===== src/rtl/bcd_down_timer_pkg.sv =====
// Shared definitions for the BCD countdown timer: FSM state encoding and BCD digit limit.
package bcd_down_timer_pkg;

   typedef enum logic [1:0] {
      ST_IDLE  = 2'd0,
      ST_RUN   = 2'd1,
      ST_PAUSE = 2'd2,
      ST_DONE  = 2'd3
   } state_t;

   localparam logic [3:0] BCD_MAX = 4'd9;

endpackage


===== src/rtl/bcd_down_timer_dec4.sv =====
// Combinational 4-digit BCD decrement with a zero flag on the result.
module bcd_dec4
   import bcd_down_timer_pkg::*;
(
   input  logic [15:0] value,
   output logic [15:0] result,
   output logic        zero
);

   logic borrow;

   // A digit at 0 becomes 9 and passes the borrow on; the first non-zero digit absorbs it.
   always_comb begin
      result = value;
      borrow = 1'b1;
      for (int i = 0; i < 4; i++) begin
         if (borrow) begin
            if (value[i*4 +: 4] == 4'd0) begin
               result[i*4 +: 4] = BCD_MAX;
            end else begin
               result[i*4 +: 4] = value[i*4 +: 4] - 4'd1;
               borrow = 1'b0;
            end
         end
      end
   end

   assign zero = (result == 16'h0000);

endmodule


===== src/rtl/smg.sv =====
// Seven-segment scan driver shared with the BCD up-counter: active-low anodes and segments.
module smg (
   input  logic [15:0] data,
   input  logic [1:0]  bitsel,
   output logic [3:0]  an,
   output logic [7:0]  seg
);

   logic [3:0] digit;
   logic [6:0] lit;

   always_comb begin
      an         = 4'b1111;
      an[bitsel] = 1'b0;
      digit      = data[{bitsel, 2'b00} +: 4];
      case (digit)
         4'd0:    lit = 7'h3F;
         4'd1:    lit = 7'h06;
         4'd2:    lit = 7'h5B;
         4'd3:    lit = 7'h4F;
         4'd4:    lit = 7'h66;
         4'd5:    lit = 7'h6D;
         4'd6:    lit = 7'h7D;
         4'd7:    lit = 7'h07;
         4'd8:    lit = 7'h7F;
         4'd9:    lit = 7'h6F;
         default: lit = 7'h00;
      endcase
      // Decimal point is never lit.
      seg = ~{1'b0, lit};
   end

endmodule


===== src/rtl/bcd_down_timer.sv =====
// 4-digit BCD countdown timer with start/pause pulse control, done flag and SMG display output.
module bcd_down_timer
   import bcd_down_timer_pkg::*;
#(
   parameter int TICK_W = 22,
   parameter int SCAN_W = 16
)
(
   input  logic        CLK,
   input  logic        CLR,
   input  logic        LOAD,
   input  logic [15:0] LOAD_VAL,
   input  logic        SS,
   output logic        done,
   output logic        running,
   output logic [3:0]  an,
   output logic [7:0]  seg
);

   localparam logic [TICK_W-1:0] PRESC_ONE = {{(TICK_W-1){1'b0}}, 1'b1};
   localparam logic [SCAN_W-1:0] SCAN_ONE  = {{(SCAN_W-1){1'b0}}, 1'b1};

   state_t            state, state_next;
   logic [15:0]       count, count_dec;
   logic              dec_zero, count_zero, tick;
   logic [TICK_W-1:0] presc;
   logic [SCAN_W-1:0] scan;
   logic [1:0]        bitsel;

   function automatic logic [15:0] clamp_bcd(input logic [15:0] v);
      logic [15:0] r;
      for (int i = 0; i < 4; i++)
         r[i*4 +: 4] = (v[i*4 +: 4] > BCD_MAX) ? BCD_MAX : v[i*4 +: 4];
      return r;
   endfunction

   bcd_dec4 u_dec (
      .value  (count),
      .result (count_dec),
      .zero   (dec_zero)
   );

   smg u_smg (
      .data   (count),
      .bitsel (bitsel),
      .an     (an),
      .seg    (seg)
   );

   assign count_zero = (count == 16'h0000);
   // A pause request in RUN freezes the prescaler on that cycle, so no tick fires with it.
   assign tick = (state == ST_RUN) && !SS && !LOAD && (&presc);

   always_comb begin
      state_next = state;
      if (LOAD) begin
         state_next = ST_IDLE;
      end else begin
         case (state)
            ST_IDLE:  if (SS) state_next = count_zero ? ST_DONE : ST_RUN;
            ST_RUN: begin
               if (SS)                                  state_next = ST_PAUSE;
               else if (tick && !count_zero && dec_zero) state_next = ST_DONE;
            end
            ST_PAUSE: if (SS) state_next = ST_RUN;
            ST_DONE:  if (SS) state_next = ST_IDLE;
            default:  state_next = ST_IDLE;
         endcase
      end
   end

   always_ff @(posedge CLK or posedge CLR) begin
      if (CLR) begin
         state   <= ST_IDLE;
         running <= 1'b0;
         done    <= 1'b0;
      end else begin
         state   <= state_next;
         running <= (state_next == ST_RUN);
         done    <= (state_next == ST_DONE);
      end
   end

   always_ff @(posedge CLK or posedge CLR) begin
      if (CLR) begin
         count <= 16'h0000;
         presc <= '0;
      end else if (LOAD) begin
         count <= clamp_bcd(LOAD_VAL);
         presc <= '0;
      end else if (state == ST_RUN && !SS) begin
         presc <= presc + PRESC_ONE;
         if (tick && !count_zero) count <= count_dec;
      end
   end

   // Display scan runs in every state so the digits stay lit while idle or paused.
   always_ff @(posedge CLK or posedge CLR) begin
      if (CLR) begin
         scan   <= '0;
         bitsel <= 2'd0;
      end else begin
         scan <= scan + SCAN_ONE;
         if (&scan) bitsel <= bitsel + 2'd1;
      end
   end

endmodule


===== config.mk =====
export PLATFORM = sky130hd
export DESIGN_NAME = bcd_down_timer
export DESIGN_NICKNAME = d
export VERILOG_FILES = /design/src/rtl/bcd_down_timer_pkg.sv /design/src/rtl/bcd_down_timer_dec4.sv /design/src/rtl/smg.sv /design/src/rtl/bcd_down_timer.sv
export SDC_FILE = /design/constraint.sdc
export NUM_CORES = 1
export LEC_CHECK = 0
export ABC_CLOCK_PERIOD_IN_PS = 3850
export CAP_MARGIN = 20
export CORE_MARGIN = 8
export CORE_UTILIZATION = 62
export DETAILED_ROUTE_END_ITERATION = 8
export HOLD_SLACK_MARGIN = 0.15
export PLACE_DENSITY = 0.88
export RECOVER_POWER = 100
export SKIP_CTS_REPAIR_TIMING = 1
export SLEW_MARGIN = 20
export SYNTH_ARGS = -nofsm -noshare
export SYNTH_HDL_FRONTEND = slang
export SYNTH_SLANG_ARGS = --single-unit
export TNS_END_PERCENT = 1

===== constraint.sdc =====
create_clock -name CLK -period 3.85 [get_ports CLK]
set_input_delay 0.385 -clock CLK [delete_from_list [all_inputs] [get_ports CLK]]
set_output_delay 0.385 -clock CLK [all_outputs]
set_load 0.03 [all_outputs]

# --- Word level (Yosys, flattened, before mapping) ---
# Memory sizes are Yosys's and may differ from the RTL's.
# Cells that the tools add are included.
word_totals:
  register_bits: 60
  rom_bits: 112
  mem_count: 1
mem_list:
  columns: ["memory", "words", "word_bits", "rd", "rd_clocked_by_memory_dff", "write_ports", "line", "text"]
  rows:
  - ["(name not given)", 16, 7, 1, 0, 0, "smg.sv:16", "case (digit)"]
classes:
  add_sub_neg: 7
  order_cmp: 6
  eq_ne: 5
  n_shift: 1
  n_mux: 31
  bitwise: 2
  reduce_logical: 21
ops:
  columns: ["op", "n"]
  rows:
  - ["two-way mux 16 bit", 3]
  - ["two-way mux 22 bit", 2]
  - ["two-way mux 4 bit", 11]
  - ["zero test 16 bit", 2]
  - ["adder 22 x 1 -> 22 bit, second input constant", 1]
  - ["AND reduction 22 bit", 1]
  - ["adder 16 x 1 -> 16 bit, second input constant", 1]
  - ["greater-than comparator 4 bit, second input constant", 4]
  - ["zero test 4 bit", 4]
  - ["AND reduction 16 bit", 1]
  - ["indexed part select 16 x 5 -> 4 bit", 1]
  - ["subtractor 4 x 1 -> 4 bit, second input constant", 4]
  - ["two-way mux 2 bit", 7]
  - ["NOT 7 -> 8 bit", 1]
  - ["one-hot mux 2 bit (4 select lines)", 1]
  - ["== test 2 bit, second input constant", 3]
  - ["logical AND 1 bit", 6]
  - ["two-way mux 1 bit", 6]
  - ["== test 2 x 1 -> 1 bit, second input constant", 2]
  - ["NOT 4 bit", 1]
  - ["nonzero test 2 bit", 2]
  - ["zero test 1 bit", 3]
  - ["less-than comparator 2 x 3 -> 1 bit, second input constant", 1]
  - ["adder 2 x 1 -> 2 bit, second input constant", 1]
  - ["4 further kinds", 4]

# --- Depth between registers and ports, before layout ---
logic_depth:
  word_depth: 12
  depth_mapped: 8
  ltp_nobuf: 6

# --- Cells and area by module ---
# A second synthesis with hierarchy kept.
hier_totals:
  hier_cells: 360
  hier_area_um2: 3577.2
modules_own_cells:
  columns: ["mod", "n_inst", "cells_per_inst", "area_per_inst_um2"]
  rows:
  - ["bcd_down_timer", 1, 266, 2825.2]
  - ["smg", 1, 43, 401.6]
  - ["bcd_dec4", 1, 51, 350.3]

# --- Worst setup path after synthesis ---
# Ideal clock, no wire load.
synth_timing:
  kind: "reg2out"
  from: "register bitsel[1]"
  to: "output seg[1]"
  arrival_time_ns: 2.220
  t_required_ns: 3.465
  path_slack_ns: 1.245
  path_stages_with_launch: 7
  path_cell_list: "dfrtp_1 -> clkbuf_1 -> mux4_2 -> inv_1 -> ha_1 -> nor2_1 -> o21ai_0"
synth_via:
  elab_chain_cells: 3
synth_rtl:
  columns: ["item", "line", "text"]
  rows:
  - ["start, declared", "bcd_down_timer.sv:28", "logic [1:0] bitsel;"]
  - ["start signal, assigned", "bcd_down_timer.sv:104", "if (&scan) bitsel <= bitsel + 2'd1;"]
  - ["indexed part select 16 x 5 -> 4 bit", "smg.sv:15", "digit = data[{bitsel, 2'b00} +: 4];"]
  - ["memory read (16 x 7 bit)", null, null]
  - ["NOT 7 -> 8 bit", "smg.sv:30", "seg = ~{1'b0, lit};"]
  - ["end, declared", "bcd_down_timer.sv:17", "output logic [7:0] seg"]
# No other way between the ends.

# --- Final worst setup path ---
layout_timing:
  from: "register bitsel[1]"
  to: "output seg[3]"
# The elaborated chain is that of the path after synthesis.

==> metrics.txt <==
# TYPE chip_impl_metric gauge
chip_impl_info{name="run_status",value="complete, but fails checks"} 1
chip_impl_info{name="violations",value="DRC, capacitance limit, slew limit"} 1
chip_impl_metric{name="first_global_vias",unit=""} 2778
chip_impl_metric{name="reg2reg_depth",unit=""} 6
chip_impl_info{name="holdCritStartpoint",value="scan[0]"} 1
chip_impl_metric{name="finalMaxSlewViolations",unit=""} 44
chip_impl_metric{name="clk_pin_slew_worst_paths",unit="ns"} 0.07
chip_impl_metric{name="cts_buffer_depth",unit=""} 2
chip_impl_metric{name="post_drt_wl_per_cell",unit="um"} 15.6
chip_impl_metric{name="num_io_pins",unit=""} 34
chip_impl_metric{name="cts_h_tree_depth",unit=""} 3
chip_impl_metric{name="placement.io_buffers",unit=""} 32
chip_impl_metric{name="fin_worst_skew",unit="ns"} 0.0105
chip_impl_metric{name="vias",unit=""} 2806
chip_impl_metric{name="timing_hold_violations_final",unit=""} 0
chip_impl_metric{name="start_util",unit=""} 0.633
chip_impl_metric{name="yosysTopAreaCellShare",unit=""} 0.439
chip_impl_info{name="setup_repair_after_global_routing_missed_its_margin",value="false"} 1
chip_impl_metric{name="power.density_cell_area",unit="mW/mm^2"} 401
chip_impl_metric{name="num_rows",unit=""} 27
chip_impl_metric{name="slew_headroom",unit=""} -0.0588
chip_impl_metric{name="synth_area_per_cell",unit="um^2"} 9.55
chip_impl_metric{name="grt_antenna_before_repair",unit=""} 0
chip_impl_metric{name="tightestPinTransition",unit="ns"} 1.59
chip_impl_metric{name="setup.reg_to_reg.worst_slack",unit="ns"} 0.92
chip_impl_metric{name="postLayoutCoreUtil",unit=""} 0.749
chip_impl_info{name="clockRootBuffer",value="sky130_fd_sc_hd__clkbuf_8"} 1
chip_impl_metric{name="half_perimeter_wire_length_after_detailed_placement",unit="um"} 5220
chip_impl_metric{name="worst_vdd_ir",unit="V"} 0.000329
chip_impl_info{name="netlist_top_cells_area",value="sky130_fd_sc_hd__dfrtp_1 44%, sky130_fd_sc_hd__xor2_1 5.1%, sky130_fd_sc_hd__nor2_1 4.6%, sky130_fd_sc_hd__xnor2_1 4.6%, sky130_fd_sc_hd__ha_1 4.4%"} 1
chip_impl_metric{name="worst_ep_required_time",unit="ns"} 3.46
chip_impl_metric{name="finalCriticalPeriod",unit="ns"} 3.29
chip_impl_info{name="cts_tree",value="done"} 1
chip_impl_metric{name="ys.warnings.count",unit=""} 0
chip_impl_metric{name="chipHeight",unit="um"} 90.3
chip_impl_metric{name="max_freq",unit="GHz"} 0.304
chip_impl_info{name="critical_path_class",value="reg -> out"} 1
chip_impl_info{name="timing.hold.worst_endpoint",value="scan[0]"} 1
chip_impl_metric{name="firstDrtPassIters",unit=""} 7
chip_impl_metric{name="drtIter0Drc",unit=""} 165
chip_impl_metric{name="first_pass_grt_wire_length",unit="um"} 13000
chip_impl_metric{name="post-route-drc-count",unit=""} 2
chip_impl_metric{name="dieArea",unit="mm^2"} 0.00815
chip_impl_info{name="synth_common_cells",value="60 x sky130_fd_sc_hd__dfrtp_1, 42 x sky130_fd_sc_hd__nor2_1, 28 x sky130_fd_sc_hd__nand2_1"} 1
chip_impl_metric{name="clock_latency_of_the_later_clocked_register_in_the_worst_skew_pair",unit="ns"} 0.35
chip_impl_metric{name="syn_area",unit="mm^2"} 0.00342
chip_impl_metric{name="share_of_post_route_cells_with_drive_strength_above_1",unit=""} 0.0730
chip_impl_metric{name="drt-total-wl",unit="um"} 7310
chip_impl_metric{name="max_stage_delay",unit="ns"} 0.76
chip_impl_metric{name="fin_tns_setup",unit="ns"} 0
chip_impl_info{name="rr_endpoint",value="count[2]"} 1
chip_impl_info{name="netlist.top_cell.by_area",value="sky130_fd_sc_hd__dfrtp_1"} 1
chip_impl_metric{name="synthArstFlopShare",unit=""} 1.00
chip_impl_info{name="crit_path_cell_trace",value="mux4_2, inv_1, ha_1, a22oi_1, dlygate4sd3_1"} 1
chip_impl_metric{name="number_of_enable_flip_flop_cells_after_synthesis",unit=""} 0
chip_impl_metric{name="syn_inst",unit=""} 358
chip_impl_metric{name="leakage",unit="nW"} 1.66
chip_impl_metric{name="yosys_register_bits",unit=""} 60
chip_impl_metric{name="synth_nets",unit=""} 390
chip_impl_metric{name="via_per_inst",unit=""} 5.98
chip_impl_metric{name="final_antenna_net_count",unit=""} 0
chip_impl_info{name="ys_dominant_reg_cell",value="sky130_fd_sc_hd__dfrtp_1"} 1
chip_impl_metric{name="tritoncts.num_buffers",unit=""} 9
chip_impl_metric{name="die_boundary_width",unit="um"} 90.3
chip_impl_info{name="slowest_stage",value="sky130_fd_sc_hd__dlygate4sd3_1"} 1
chip_impl_info{name="worst_path_dominant_cell_family",value="buffers and inverters"} 1
chip_impl_metric{name="area.growth.synth_to_final",unit="%"} 18.3
chip_impl_metric{name="routabilityCongestion",unit=""} 0.869
chip_impl_metric{name="grt_start_max_net_pins",unit=""} 44
chip_impl_metric{name="antenna_cells",unit=""} 0
chip_impl_info{name="worstHoldPathType",value="reg -> reg"} 1
chip_impl_metric{name="portion_of_the_post_synthesis_area_used_by_sequential_elements",unit=""} 0.439
chip_impl_metric{name="hold_path_depth",unit=""} 1
chip_impl_metric{name="fin_crit_sh",unit=""} 0.855
chip_impl_metric{name="timing.critical_path.arrival",unit="ns"} 2.91
chip_impl_metric{name="grt_overflow",unit=""} 0
chip_impl_metric{name="setup_viol_count_final",unit=""} 0
chip_impl_metric{name="critPathBufInv",unit=""} 2
chip_impl_metric{name="core_region_area",unit="mm^2"} 0.00541
chip_impl_metric{name="max-cap-violations",unit=""} 1
chip_impl_info{name="crit-reg2reg-launch",value="state[1]"} 1
chip_impl_metric{name="timing.critical_path.fanout_max",unit=""} 8
chip_impl_info{name="startpoint_type",value="flip-flop"} 1
chip_impl_metric{name="synth.lib_cells_used.distinct",unit=""} 48
chip_impl_metric{name="clkSinkCount",unit=""} 60
chip_impl_metric{name="nets",unit=""} 424
chip_impl_metric{name="grtUsageTotal",unit=""} 0.194
chip_impl_info{name="worst_setup_path_end_kind",value="output pin"} 1
chip_impl_info{name="yosys.cell_count.top_type",value="sky130_fd_sc_hd__dfrtp_1"} 1
## worst max-delay path by stage
stage / start / end / slack [ns] / cells after the start
final: bitsel[1] / seg[3] / 0.56 / 5
after detailed placement: SS / count[2] / 0.99 / 7
after global placement: SS / count[2] / 1.02 / 7
after CTS: bitsel[1] / seg[3] / 0.61 / 5
after global routing: bitsel[1] / seg[5] / 0.40 / 7
after floorplan: bitsel[1] / seg[1] / 1.25 / 6
## power by group
group | internal, W | leakage, nW | switching (W)
Clock | 0.000497 | 0.127 | 0.000254
Sequential | 0.000649 | 0.785 | 0.0000294
Combinational | 0.0000817 | 0.749 | 0.000112
Total | 0.00123 | 1.66 | 0.000396
## cell usage in the layout, fill, tap and decap left out, drive strengths merged, types with 8 or more instances in the layout
master / n
nand3: 16
xor2: 20
dfrtp: 60
ha: 12
inv: 20
nand4: 10
nor4: 10
o21ai: 13
clkbuf: 13
nor3: 8
xnor2: 18
dlygate4sd3: 16
nand2: 28
nor2: 42
clkdlybuf4s50: 16
## registers in the layout (all words and copies together), names as in the netlist
register	flops
bitsel	2
presc	22
scan	16
running	1
state	2
count	16
done	1
## logic make-up (layout without fill, tap and decap cells)
family	Yosys count	in the layout	synth area share
multiplexers	8	8	0.0351
XOR/XNOR	38	38	0.0973
adder cells (fa/ha/maj)	12	12	0.0439
flip-flops	60	60	0.439
AND/OR/NAND/NOR	151	151	0.237
buffers and inverters	34	73	0.0391
AO/OA/AOI/OAI	54	54	0.108
other	1	1	0.00110
## layer usage
metal / up-vias / global-route usage / share of wire
met5: - / 0 / 0
met1: 1352 / 0.221 / 0.42
met4: 0 / 0.0888 / 0.023
li1: 1333 / - / -
met3: 16 / 0.0715 / 0.063
met2: 105 / 0.318 / 0.50
## area by class of cell
| cell class | instances | area [um^2] |
|---|---|---|
| inverters | 20 | 75.1 |
| repair buffers | 37 | 347 |
| clock buffers | 10 | 128 |
| fillers | 381 | 1360 |
| clock inverters | 6 | 136 |
| flip-flops and latches | 60 | 1500 |
| multi-input cells | 264 | 1770 |
| well taps | 72 | 90.1 |
## per-stage QoR
step                      power, W  hold slack (ns)  instances  cell area, um^2  setup WS, ns
after detailed placement  0.000890            0.455        453             3810         0.988
after global placement    0.000884            0.437        453             3810          1.02
final                      0.00162            0.471        469             4050         0.557
after global routing       0.00168            0.496        469             4050         0.404
after floorplan           0.000810            0.422        358             3420          1.25
after CTS                  0.00164            0.471        469             4070         0.608
Power figures use the tool's default switching activity.
